File: config.mk
export PLATFORM = sky130hd
export DESIGN_NAME = regbank_wb_arbiter
export DESIGN_NICKNAME = d
export VERILOG_FILES = /design/src/rtl/regbank_wb_arbiter.sv
export SDC_FILE = /design/constraint.sdc
export NUM_CORES = 1
export LEC_CHECK = 0
export CORE_MARGIN = 2
export CORE_UTILIZATION = 48
export CTS_BUF_LIST = sky130_fd_sc_hd__clkbuf_2 sky130_fd_sc_hd__clkbuf_4 sky130_fd_sc_hd__clkbuf_8
export CTS_CLUSTER_SIZE = 30
export DETAILED_ROUTE_END_ITERATION = 10
export PLACE_DENSITY = 0.94
export SKIP_LAST_GASP = 1
export SLEW_MARGIN = 20
export SYNTH_ARGS = -nofsm -noshare
export SYNTH_HDL_FRONTEND = slang
export SYNTH_SLANG_ARGS = --single-unit
File: constraint.sdc
create_clock -name clk -period 3.7 [get_ports clk]
set_input_delay 0.37 -clock clk [delete_from_list [all_inputs] [get_ports clk]]
set_output_delay 0.37 -clock clk [all_outputs]
set_load 0.05 [all_outputs]
File: src/rtl/regbank_wb_arbiter.sv
// Write-port owner for the register bank: zeroes registers 1..2**SIZE-1 after reset,
// then round-robin arbitrates two writeback requesters onto the registered we3/A3/WD3 port.
module regbank_wb_arbiter #(
  parameter int unsigned WIDTH = 4,
  parameter int unsigned SIZE  = 3
) (
  input  logic                  clk,
  input  logic                  rst_n,
  input  logic                  a_valid,
  input  logic [SIZE-1:0]       a_addr,
  input  logic [WIDTH-1:0]      a_data,
  output logic                  a_ready,
  input  logic                  b_valid,
  input  logic [SIZE-1:0]       b_addr,
  input  logic [WIDTH-1:0]      b_data,
  output logic                  b_ready,
  output logic                  we3,
  output logic [SIZE-1:0]       A3,
  output logic [WIDTH-1:0]      WD3,
  output logic                  init_done,
  output logic [(2**SIZE)-1:0]  pending
);

  localparam int unsigned     NREG      = 2**SIZE;
  localparam logic [SIZE-1:0] LAST_ADDR = SIZE'(NREG - 1);

  typedef enum logic {S_INIT, S_RUN} state_t;
  typedef enum logic {GNT_A, GNT_B} grant_t;

  state_t            r_state,     w_state_nxt;
  logic [SIZE-1:0]   r_init_ptr,  w_init_ptr_nxt;
  grant_t            r_last,      w_last_nxt;
  logic              r_we3,       w_we3_nxt;
  logic [SIZE-1:0]   r_a3,        w_a3_nxt;
  logic [WIDTH-1:0]  r_wd3,       w_wd3_nxt;
  logic              r_init_done, w_init_done_nxt;
  logic [NREG-1:0]   r_pending,   w_pending_nxt;

  logic              w_gnt_a;
  logic              w_gnt_b;
  logic [SIZE-1:0]   w_addr;
  logic [WIDTH-1:0]  w_data;

  // State and write-port registers; last_grant resets to B so A wins the first tie.
  always_ff @(posedge clk or negedge rst_n) begin
    if (!rst_n) begin
      r_state     <= S_INIT;
      r_init_ptr  <= SIZE'(1);
      r_last      <= GNT_B;
      r_we3       <= 1'b0;
      r_a3        <= '0;
      r_wd3       <= '0;
      r_init_done <= 1'b0;
      r_pending   <= '0;
    end else begin
      r_state     <= w_state_nxt;
      r_init_ptr  <= w_init_ptr_nxt;
      r_last      <= w_last_nxt;
      r_we3       <= w_we3_nxt;
      r_a3        <= w_a3_nxt;
      r_wd3       <= w_wd3_nxt;
      r_init_done <= w_init_done_nxt;
      r_pending   <= w_pending_nxt;
    end
  end

  // Init sweep, arbitration and commit; grants open only once init_done is visible.
  always_comb begin
    w_state_nxt     = r_state;
    w_init_ptr_nxt  = r_init_ptr;
    w_last_nxt      = r_last;
    w_we3_nxt       = 1'b0;
    w_a3_nxt        = r_a3;
    w_wd3_nxt       = r_wd3;
    w_init_done_nxt = r_init_done;
    w_pending_nxt   = '0;
    w_gnt_a         = 1'b0;
    w_gnt_b         = 1'b0;
    w_addr          = a_addr;
    w_data          = a_data;

    unique case (r_state)
      S_INIT: begin
        w_we3_nxt      = 1'b1;
        w_a3_nxt       = r_init_ptr;
        w_wd3_nxt      = '0;
        w_init_ptr_nxt = r_init_ptr + SIZE'(1);
        if (r_init_ptr == LAST_ADDR) begin
          w_state_nxt = S_RUN;
        end
      end
      S_RUN: begin
        w_init_done_nxt = 1'b1;
        if (r_init_done) begin
          if (a_valid && b_valid) begin
            w_gnt_a = (r_last == GNT_B);
            w_gnt_b = (r_last == GNT_A);
          end else begin
            w_gnt_a = a_valid;
            w_gnt_b = b_valid;
          end
        end
        if (w_gnt_b) begin
          w_addr = b_addr;
          w_data = b_data;
        end
        // x0 writes are accepted but never reach the bank.
        if (w_gnt_a || w_gnt_b) begin
          w_last_nxt = w_gnt_a ? GNT_A : GNT_B;
          w_a3_nxt   = w_addr;
          w_wd3_nxt  = w_data;
          w_we3_nxt  = (w_addr != '0);
          if (w_addr != '0) begin
            w_pending_nxt = NREG'(1) << w_addr;
          end
        end
      end
      default: begin
        w_state_nxt = S_INIT;
      end
    endcase
  end

  assign a_ready   = w_gnt_a;
  assign b_ready   = w_gnt_b;
  assign we3       = r_we3;
  assign A3        = r_a3;
  assign WD3       = r_wd3;
  assign init_done = r_init_done;
  assign pending   = r_pending;

endmodule

==> results of run 1 <==
## final timing paths
path	startpoint	end	slack (ns)
max	b_valid	b_ready	1.11
min	r_init_ptr[0]	r_init_ptr[0]	0.51
max reg2reg	r_last	pending[2]	2.03
min reg2reg	r_init_ptr[0]	r_init_ptr[0]	0.51
max in group asynchronous	rst_n	WD3[3]	2.62
min in group asynchronous	rst_n	r_state	0.55
## per-layer routing
metal | vias to the layer above | wire, um | global-route usage [%]
li1 | 372 | - | -
met1 | 367 | 770 | 20.81
met2 | 38 | 1132 | 35.36
met3 | 4 | 90 | 2.761
met4 | 0 | 65 | 15.28
met5 | - | 0 | 0
## cells by family (layout without fill, tap and decap cells)
group                      Yosys count  in the layout  synth area share (%)
and+or+nand+nor                     22             22                 14.90
other                                1              1                0.3784
muxes                               10             10                 11.99
buffers and inverters                7             41                 4.545
xor gates and xnor gates             1              1                0.8840
adders and majority gates            2              2                 2.525
AOI/OAI and AO/OA                   20             20                 11.49
DFF                                 21             21                 53.28
## sequential cells by signal, summed over array words and instances, names as in the netlist
| signal | flops |
|---|---|
| WD3 | 4 |
| r_state | 1 |
| pending | 7 |
| we3 | 1 |
| A3 | 3 |
| init_done | 1 |
| r_last | 1 |
| r_init_ptr | 3 |
## through the flow
step	total power, uW	setup slack, ns	cell area [um^2]
3_3_place_gp	411.0	1.186	1338
6_report	521.1	1.109	1365
3_5_place_dp	415.6	1.087	1338
2_1_floorplan	354.2	1.575	991.0
4_1_cts	523.0	1.092	1365
5_1_grt	542.7	1.021	1365
## cell type report
type | instances | area share (%)
multi-input cells | 56 | 30.61
clock buffers | 3 | 1.650
repair buffers | 35 | 25.66
inverters | 2 | 0.5500
well taps | 27 | 2.475
clock inverters | 1 | 0.3666
flip-flops and latches | 21 | 38.68
## power by group through the flow
stage	clock [uW]	sequential [uW]	combinational, uW
after floorplan	0	306	48.6
after global placement	0	256	155
after detailed placement	0	256	159
after CTS	111	252	159
after global routing	121	255	167
final	111	252	158
## worst max-delay path, delay by kind of cell
family,cells,cell delay [ns]
simple gates,2,0.42
buf+inv,2,1.42
## Yosys cell counts (all sizes together)
| cell type | instances | share of area [%] |
|---|---|---|
| a21oi | 8 | 4.0 |
| a31oi | 1 | 0.63 |
| mux2i | 7 | 8.2 |
| o21ai | 8 | 4.0 |
| nor4 | 3 | 1.9 |
| dfrtp | 19 | 48 |
| nor2 | 3 | 1.1 |
| o31ai | 1 | 0.76 |
| nor4b | 4 | 3.5 |
| dfstp | 2 | 5.3 |
| buf | 3 | 3.0 |
| xnor2 | 1 | 0.88 |
| clkbuf | 2 | 0.76 |
| or2 | 2 | 1.3 |
| ha | 2 | 2.5 |
| and3 | 3 | 1.9 |
| mux2 | 3 | 3.8 |
| nand3 | 2 | 2.3 |
| nand2 | 3 | 1.4 |
| inv | 2 | 0.76 |
| or3 | 1 | 0.63 |
| conb | 1 | 0.38 |
| a211oi | 1 | 1.3 |
| o21a | 1 | 0.76 |
| and3b | 1 | 0.88 |
==> results.sh, run 1 <==
export IMPL_drtIter0Drc=12
export IMPL_cts_root_buf="clkbuf_4"
export IMPL_wire_per_inst_um=14.20
export IMPL_port_buffers=35
export IMPL_antenna_found_initial=0
export IMPL_crit_type="input pin to primary output"
export IMPL_ios=37
export IMPL_min_path_type="register to register"
export IMPL_grt_max_degree=22
export IMPL_hold_depth=1
export IMPL_setup_viol=0
export IMPL_slowest_stage="clkdlybuf4s50_1"
export IMPL_vias=781
export IMPL_row_count=16
export IMPL_run_status="finished, final reports clean"
export IMPL_worst_endpoint_required_ns=3.33
export IMPL_cp_max_fo=13
export IMPL_cp_start_kind="input pin"
export IMPL_cp_slowest_stage_delay_ns=0.84
export IMPL_wl_um=2059
export IMPL_vias_per_cell=5.386
export IMPL_drt_pass1_iterations=4
export IMPL_rsz0062_at_grt="no"
export IMPL_fin_crit_ns=2.591
export IMPL_post_route_util_pct=69.58
export IMPL_clock_path_buffers=2
export IMPL_place_gp_congestion=0.8608
export IMPL_worst_pin_slew_ns=0.8781
export IMPL_fin_worst_skew_ns=0.005482
export IMPL_overflow=0
export IMPL_dpl_cell_count=141
export IMPL_start_util_pct=50.51
export IMPL_final_seq_area_um2=528.0
export IMPL_cp_end_kind="primary output"
export IMPL_final_cell_mix="35 x clkdlybuf4s50_1, 19 x dfrtp_1, 8 x o21ai_0, 8 x a21oi_1"
export IMPL_cts_htree_levels=1
export IMPL_finalHoldViolCount=0
export IMPL_drv_slew=0
export IMPL_drive_gt1_share_pct=14.41
export IMPL_grtUsageTotal_pct=19.83
export IMPL_fmax_mhz=385.9
export IMPL_die_w_um=49.44
export IMPL_yosys_warnings=0
export IMPL_vdd_drop_max_mv=0.2251
export IMPL_pwr_share_comb_pct=30.4
export IMPL_syn_nets=104
export IMPL_area_growth_pct=37.75
export IMPL_die_h_um=49.44
export IMPL_multi_input_area_um2=417.9
export IMPL_synth_cell_types=30
export IMPL_swShare_pct=33.59
export IMPL_cts_hold_buf=0
export IMPL_fin_crit_sh_pct=70.03
export IMPL_fin_nets=139
export IMPL_nFillCells=165
export IMPL_power_density_mw_per_mm2=381.7
export IMPL_crit_arrival_ns=2.22
export IMPL_core_mm2=0.001962
export IMPL_cts_tree="done"
export IMPL_insertion_delay_ns=0.31
export IMPL_cts_setup_buffers=0
export IMPL_clkTransAtPathRegs_ns=0.12
export IMPL_intPower_uw=346.0
export IMPL_slew_headroom_pct=41.28
export IMPL_power_switching_uw=175.1
export IMPL_cts_sinks=21
export IMPL_hold_worst_slack_ns=0.5125
export IMPL_critPathMostFrequentCell="clkdlybuf4s50_1"
export IMPL_cts_resized=0
export IMPL_fin_tns_setup_ns=0
export IMPL_ys_ff_latch=21
export IMPL_drv_cap=0
export IMPL_seqPwrFrac_pct=48.4
export IMPL_drc=0
export IMPL_layout_commonest_cell="clkdlybuf4s50_1"
export IMPL_stdcell_count=145
export IMPL_diodes=0
export IMPL_grt_pass1_vias=784
export IMPL_numCtsBuffers=3
export IMPL_die_area_mm2=0.002444
export IMPL_crit_path_cell_trace="clkdlybuf4s50_1 -> nand3_4 -> nor2_1 -> clkdlybuf4s50_1"
export IMPL_reg2reg_depth=4
export IMPL_hpwl_um=1598
export IMPL_ys_seq_area_share_pct=53.28
export IMPL_antenna_left=0
export IMPL_grt_pass1_wl_um=3512
export IMPL_clockPowerShare_pct=21.3
export IMPL_power_leakage_uw=0.0006006
export IMPL_syn_instance_count=84
export IMPL_syn_area_per_cell_um2=11.80
export IMPL_synthesis_area_um2=991.0
(Power assumes the default switching activity.)
==> inputs of run 2 (changes only) <==
Settings changed: CORE_UTILIZATION 48 to 45, PLACE_DENSITY 0.94 to 0.89.
Clock period 3.7 ns to 2.4 ns, I/O delays scaled along.
==> run 2 against run 1 <==
Via count shrank 2.6%. Sequential power up 54%. Combinational power is 54% higher. Register-to-register slack worse by 1.4 ns. Sequential share of layout area decreased by 0.14 points. Clock-buffer cell count rose by 1. Final cell count is 0.69% higher. Critical path depth is 3 lower. Worst setup slack got worse by 0.58 ns. First-iteration DRC count fell by 25%. Critical path type is now register to primary output. Largest cell class unchanged. Highest routed layer unchanged.
==> results.sh, run 2 (synthesis gave the netlist of run 1 again) <==
export IMPL_run_status="finished, final reports clean"
export IMPL_grt_max_degree=22
export IMPL_die_w_um=50.93
export IMPL_wl_um=1982
export IMPL_clockPowerShare_pct=21.3
export IMPL_crit_type="register to primary output"
export IMPL_largest_reg_flops=7
export IMPL_path_buf_inv=1
export IMPL_r2r_slack_ns=0.66
export IMPL_place_gp_congestion=0.8550
export IMPL_fin_tns_setup_ns=0
export IMPL_worst_pin_slew_ns=0.5218
export IMPL_cts_hold_buf=0
export IMPL_wire_per_inst_um=13.58
export IMPL_reg2reg_depth=4
export IMPL_numCtsBuffers=3
export IMPL_fin_crit_ns=1.866
export IMPL_core_mm2=0.002022
export IMPL_power_density_mw_per_mm2=585.8
export IMPL_antenna_left=0
export IMPL_crit_arrival_ns=1.63
export IMPL_slew_headroom_pct=65.11
export IMPL_die_area_mm2=0.002593
export IMPL_port_buffers=35
export IMPL_finalHoldViolCount=0
export IMPL_cts_resized=0
export IMPL_cp_max_fo=7
export IMPL_hpwl_um=1534
export IMPL_fin_crit_sh_pct=77.77
export IMPL_final_cell_mix="33 x clkdlybuf4s50_1, 19 x dfrtp_1, 8 x o21ai_0, 8 x a21oi_1"
export IMPL_setup_viol=0
export IMPL_p_total_uw=802.5
export IMPL_area_growth_pct=38.26
export IMPL_drv_cap=0
export IMPL_cp_end_kind="primary output"
export IMPL_vias=761
export IMPL_cts_htree_levels=1
export IMPL_start_util_pct=49.01
export IMPL_drc=0
export IMPL_grt_pass1_wl_um=3429
export IMPL_grtUsageTotal_pct=17.64
export IMPL_fin_worst_skew_ns=0.003762
export IMPL_cp_slowest_stage_delay_ns=0.85
export IMPL_drv_slew=0
export IMPL_r2r_end="pending[1]"
export IMPL_crit_path_cell_trace="clkdlybuf4s50_1"
export IMPL_ios=37
export IMPL_layout_commonest_cell="clkdlybuf4s50_1"
export IMPL_fin_nets=140
export IMPL_slowest_stage="clkdlybuf4s50_1"
export IMPL_vdd_drop_max_mv=0.3835
export IMPL_min_path_type="input pin to asynchronous set/reset pin"
export IMPL_r2r_start="r_last"
export IMPL_cts_root_buf="clkbuf_4"
export IMPL_drt_pass1_iterations=4
export IMPL_cts_setup_buffers=0
export IMPL_rsz0062_at_grt="no"
export IMPL_crit_family="buffers and inverters"
export IMPL_overflow=0
export IMPL_drive_gt1_share_pct=16.81
export IMPL_antenna_found_initial=0
export IMPL_swShare_pct=31.81
export IMPL_clkTransAtPathRegs_ns=0.11
export IMPL_cts_tree="done"
export IMPL_seqPwrFrac_pct=48.4
export IMPL_drtIter0Drc=9
export IMPL_fmax_mhz=535.8
export IMPL_clock_path_buffers=2
export IMPL_cts_sinks=21
export IMPL_worst_endpoint_required_ns=2.16
export IMPL_row_count=16
export IMPL_grt_pass1_vias=754
export IMPL_pwr_share_comb_pct=30.2
export IMPL_power_switching_uw=255.3
export IMPL_intPower_uw=547.2
export IMPL_vias_per_cell=5.212
export IMPL_diodes=0
export IMPL_die_h_um=50.93
export IMPL_insertion_delay_ns=0.29
export IMPL_nFillCells=165
export IMPL_cp_start_kind="register"
export IMPL_power_leakage_uw=0.0006084
run 2: worst reg2reg max path, stage by stage, from the launching register on:
cell,delay [ns]
dfstp_2,0.57
nand2_2,0.07
nand3_4,0.21
mux2i_2,0.39
nor4b_1,0.38
run 2: metal layers:
layer  global-route usage, %  share of wire (%)  vias to the layer above
met3                   3.509                4.3                        2
li1                        -                  -                      374
met4                   5.405               0.50                        0
met5                       0                  0                        -
met2                   30.52                 51                       27
met1                   22.16                 44                      358
run 2: how the worst max path moves through the flow:
stage               startpoint    endpoint  slack [ns]  cells past startpoint
global route         init_done   init_done        0.45                      1
CTS                  init_done   init_done        0.52                      1
global placement       b_valid  pending[2]        0.55                      4
detailed placement     a_valid  pending[1]        0.49                      5
finish               init_done   init_done        0.53                      1
floorplan            init_done     b_ready        0.40                      3
run 2: power groups by stage:
stage          combinational [uW]  sequential (uW)  clock (uW)
2_1_floorplan                75.0              471           0
3_5_place_dp                  244              396           0
3_3_place_gp                  241              394           0
5_1_grt                       258              392         194
4_1_cts                       244              389         180
6_report                      243              389         171
run 2: final cells by class:
cell class                      count  area [um^2]  area share [%]
Clock buffer                        4        30.03           2.192
Inverter                            2        7.507          0.5479
Multi-Input combinational cell     56        417.9           30.50
Sequential cell                    21        528.0           38.54
Tap cell                           27        33.78           2.466
Timing Repair Buffer               36        352.8           25.75
run 2: stage by stage:
step	std cells	hold slack (ns)	setup WS [ns]	instance area, um^2	utilization (%)
global placement	142	0.4900	0.5549	1340	66.27
global route	146	0.2816	0.4508	1370	67.76
CTS	146	0.2739	0.5187	1370	67.76
detailed placement	142	0.4985	0.4948	1340	66.27
floorplan	84	-0.05559	0.4048	991.0	-
finish	146	0.2752	0.5336	1370	67.76
==> inputs of run 3 (changes only) <==
Clock period 2.4 ns to 1.8 ns, I/O delays scaled along.
==> run 3 against run 2 <==
Clock power grew 38%. Design area rose by 3.2%. Wire length grew 7.0%. Die area stayed put. Clock-buffer cell count unchanged. Sequential share of layout area shrank 1.2 points. First-iteration DRC count down 22%. Global-route usage is 1.3 points higher. Combinational power up 41%. Clock skew shrank 0.0028 ns. Worst setup slack worse by 0.41 ns. Core utilization grew 2.2 points. Largest cell class unchanged. Highest routed layer unchanged.
==> results.sh, run 3 (synthesis gave the netlist of run 1 again) <==
export IMPL_insertion_delay_ns=0.29
export IMPL_crit_family="flip-flops"
export IMPL_r2r_slack_ns=0.15
export IMPL_run_status="finished, final reports clean"
export IMPL_final_cell_mix="32 x clkdlybuf4s50_1, 19 x dfrtp_1, 8 x o21ai_0, 7 x a21oi_1"
export IMPL_rsz0062_at_grt="no"
export IMPL_die_h_um=50.93
export IMPL_drv_cap=0
export IMPL_cp_start_kind="register"
export IMPL_fin_nets=142
export IMPL_finalHoldViolCount=0
export IMPL_fmax_mhz=594.8
export IMPL_reg2reg_depth=4
export IMPL_fin_crit_sh_pct=93.41
export IMPL_worst_endpoint_required_ns=1.62
export IMPL_die_w_um=50.93
export IMPL_slowest_stage="dfrtp_1"
export IMPL_grt_pass1_vias=815
export IMPL_vias_per_cell=5.230
export IMPL_wl_um=2120
export IMPL_area_growth_pct=42.68
export IMPL_slew_headroom_pct=65.98
export IMPL_die_area_mm2=0.002593
export IMPL_final_area_mm2=0.001414
export IMPL_place_gp_congestion=0.8001
export IMPL_cts_htree_levels=1
export IMPL_vias=774
export IMPL_cts_root_buf="clkbuf_4"
export IMPL_min_path_type="input pin to asynchronous set/reset pin"
export IMPL_place_area_mm2=0.001384
export IMPL_cp_end_kind="primary output"
export IMPL_hpwl_um=1579
export IMPL_cts_sinks=21
export IMPL_drt_pass1_iterations=3
export IMPL_cp_slowest_stage_delay_ns=0.67
export IMPL_largest_reg_flops=7
export IMPL_r2r_end="pending[6]"
export IMPL_fin_worst_skew_ns=0.0009791
export IMPL_wire_per_inst_um=14.32
export IMPL_r2r_start="r_last"
export IMPL_layout_commonest_cell="clkdlybuf4s50_1"
export IMPL_hold_worst_slack_ns=0.2130
export IMPL_cts_resized=0
export IMPL_diodes=0
export IMPL_crit_path_cell_trace="nand3_1 -> a21oi_2 -> buf_12"
export IMPL_port_buffers=35
export IMPL_antenna_found_initial=0
export IMPL_ios=37
export IMPL_drc=0
export IMPL_crit_arrival_ns=1.50
export IMPL_core_mm2=0.002022
export IMPL_drtIter0Drc=7
export IMPL_cts_tree="done"
export IMPL_numCtsBuffers=3
export IMPL_fin_tns_setup_ns=0
export IMPL_drv_slew=0
export IMPL_grt_max_degree=22
export IMPL_cp_max_fo=17
export IMPL_clkTransAtPathRegs_ns=0.11
export IMPL_crit_type="register to primary output"
export IMPL_row_count=16
export IMPL_power_leakage_uw=0.0006257
export IMPL_vdd_drop_max_mv=0.6250
export IMPL_grt_pass1_wl_um=3657
export IMPL_power_density_mw_per_mm2=775.5
export IMPL_drive_gt1_share_pct=20.66
export IMPL_start_util_pct=49.01
export IMPL_cts_setup_buffers=0
export IMPL_grtUsageTotal_pct=18.97
export IMPL_setup_viol=0
export IMPL_cts_hold_buf=0
export IMPL_path_buf_inv=1
export IMPL_clock_path_buffers=2
export IMPL_nFillCells=141
export IMPL_fin_crit_ns=1.681
export IMPL_antenna_left=0
export IMPL_overflow=0
export IMPL_worst_pin_slew_ns=0.5087
==> run 3: cell count changes in the layout (fill, tap and decap cells not counted) <==
cell,change
buf_12,+2
a21oi_1,-1
a21oi_2,+1
buf_4,+1
clkdlybuf4s50_1,-1
nor2_1,-1
nor2_2,+1
==> run 3: final cells by class <==
type | count | area [um^2] | share of cell area (%)
clock buffer | 4 | 30.03 | 2.124
inverter | 2 | 7.507 | 0.5310
sequential | 21 | 528.0 | 37.34
tap | 27 | 33.78 | 2.389
timing repair buffer | 38 | 390.4 | 27.61
multi-input combinational | 56 | 424.2 | 30.00
==> run 3: metrics by stage <==
stage / std cells / setup WS, ns / total power (uW) / util (%)
after floorplan: 84 / 0.09898 / 729.8 / -
after global placement: 144 / 0.06911 / 863.7 / 68.44
after detailed placement: 144 / 0.007290 / 869.1 / 68.44
after CTS: 148 / 0.1198 / 1104 / 69.93
after global routing: 148 / 0.02242 / 1149 / 69.93
final: 148 / 0.1187 / 1096 / 69.93
==> run 3: report_power, final <==
group / internal, uW / switching, uW
Clock: 101 / 135
Combinational: 137 / 205
Sequential: 504 / 13.8
==> run 3: worst max-delay path by stage <==
stage               depth (start not counted)         end  slack (ns)      start
global route                                3     a_ready        0.02    r_state
floorplan                                   3     b_ready         0.1  init_done
global placement                            4  pending[3]        0.07    b_valid
detailed placement                          4  pending[3]       0.007    b_valid
finish                                      3     a_ready        0.12    r_state
CTS                                         3     a_ready        0.12    r_state
==> run 3: layer usage <==
layer	vias to the layer above	track usage [%]	wire, um
met5	-	0	0
met4	0	4.955	10
met3	2	4.094	117
met2	27	34.85	1135
met1	369	22.14	856
li1	376	-	-
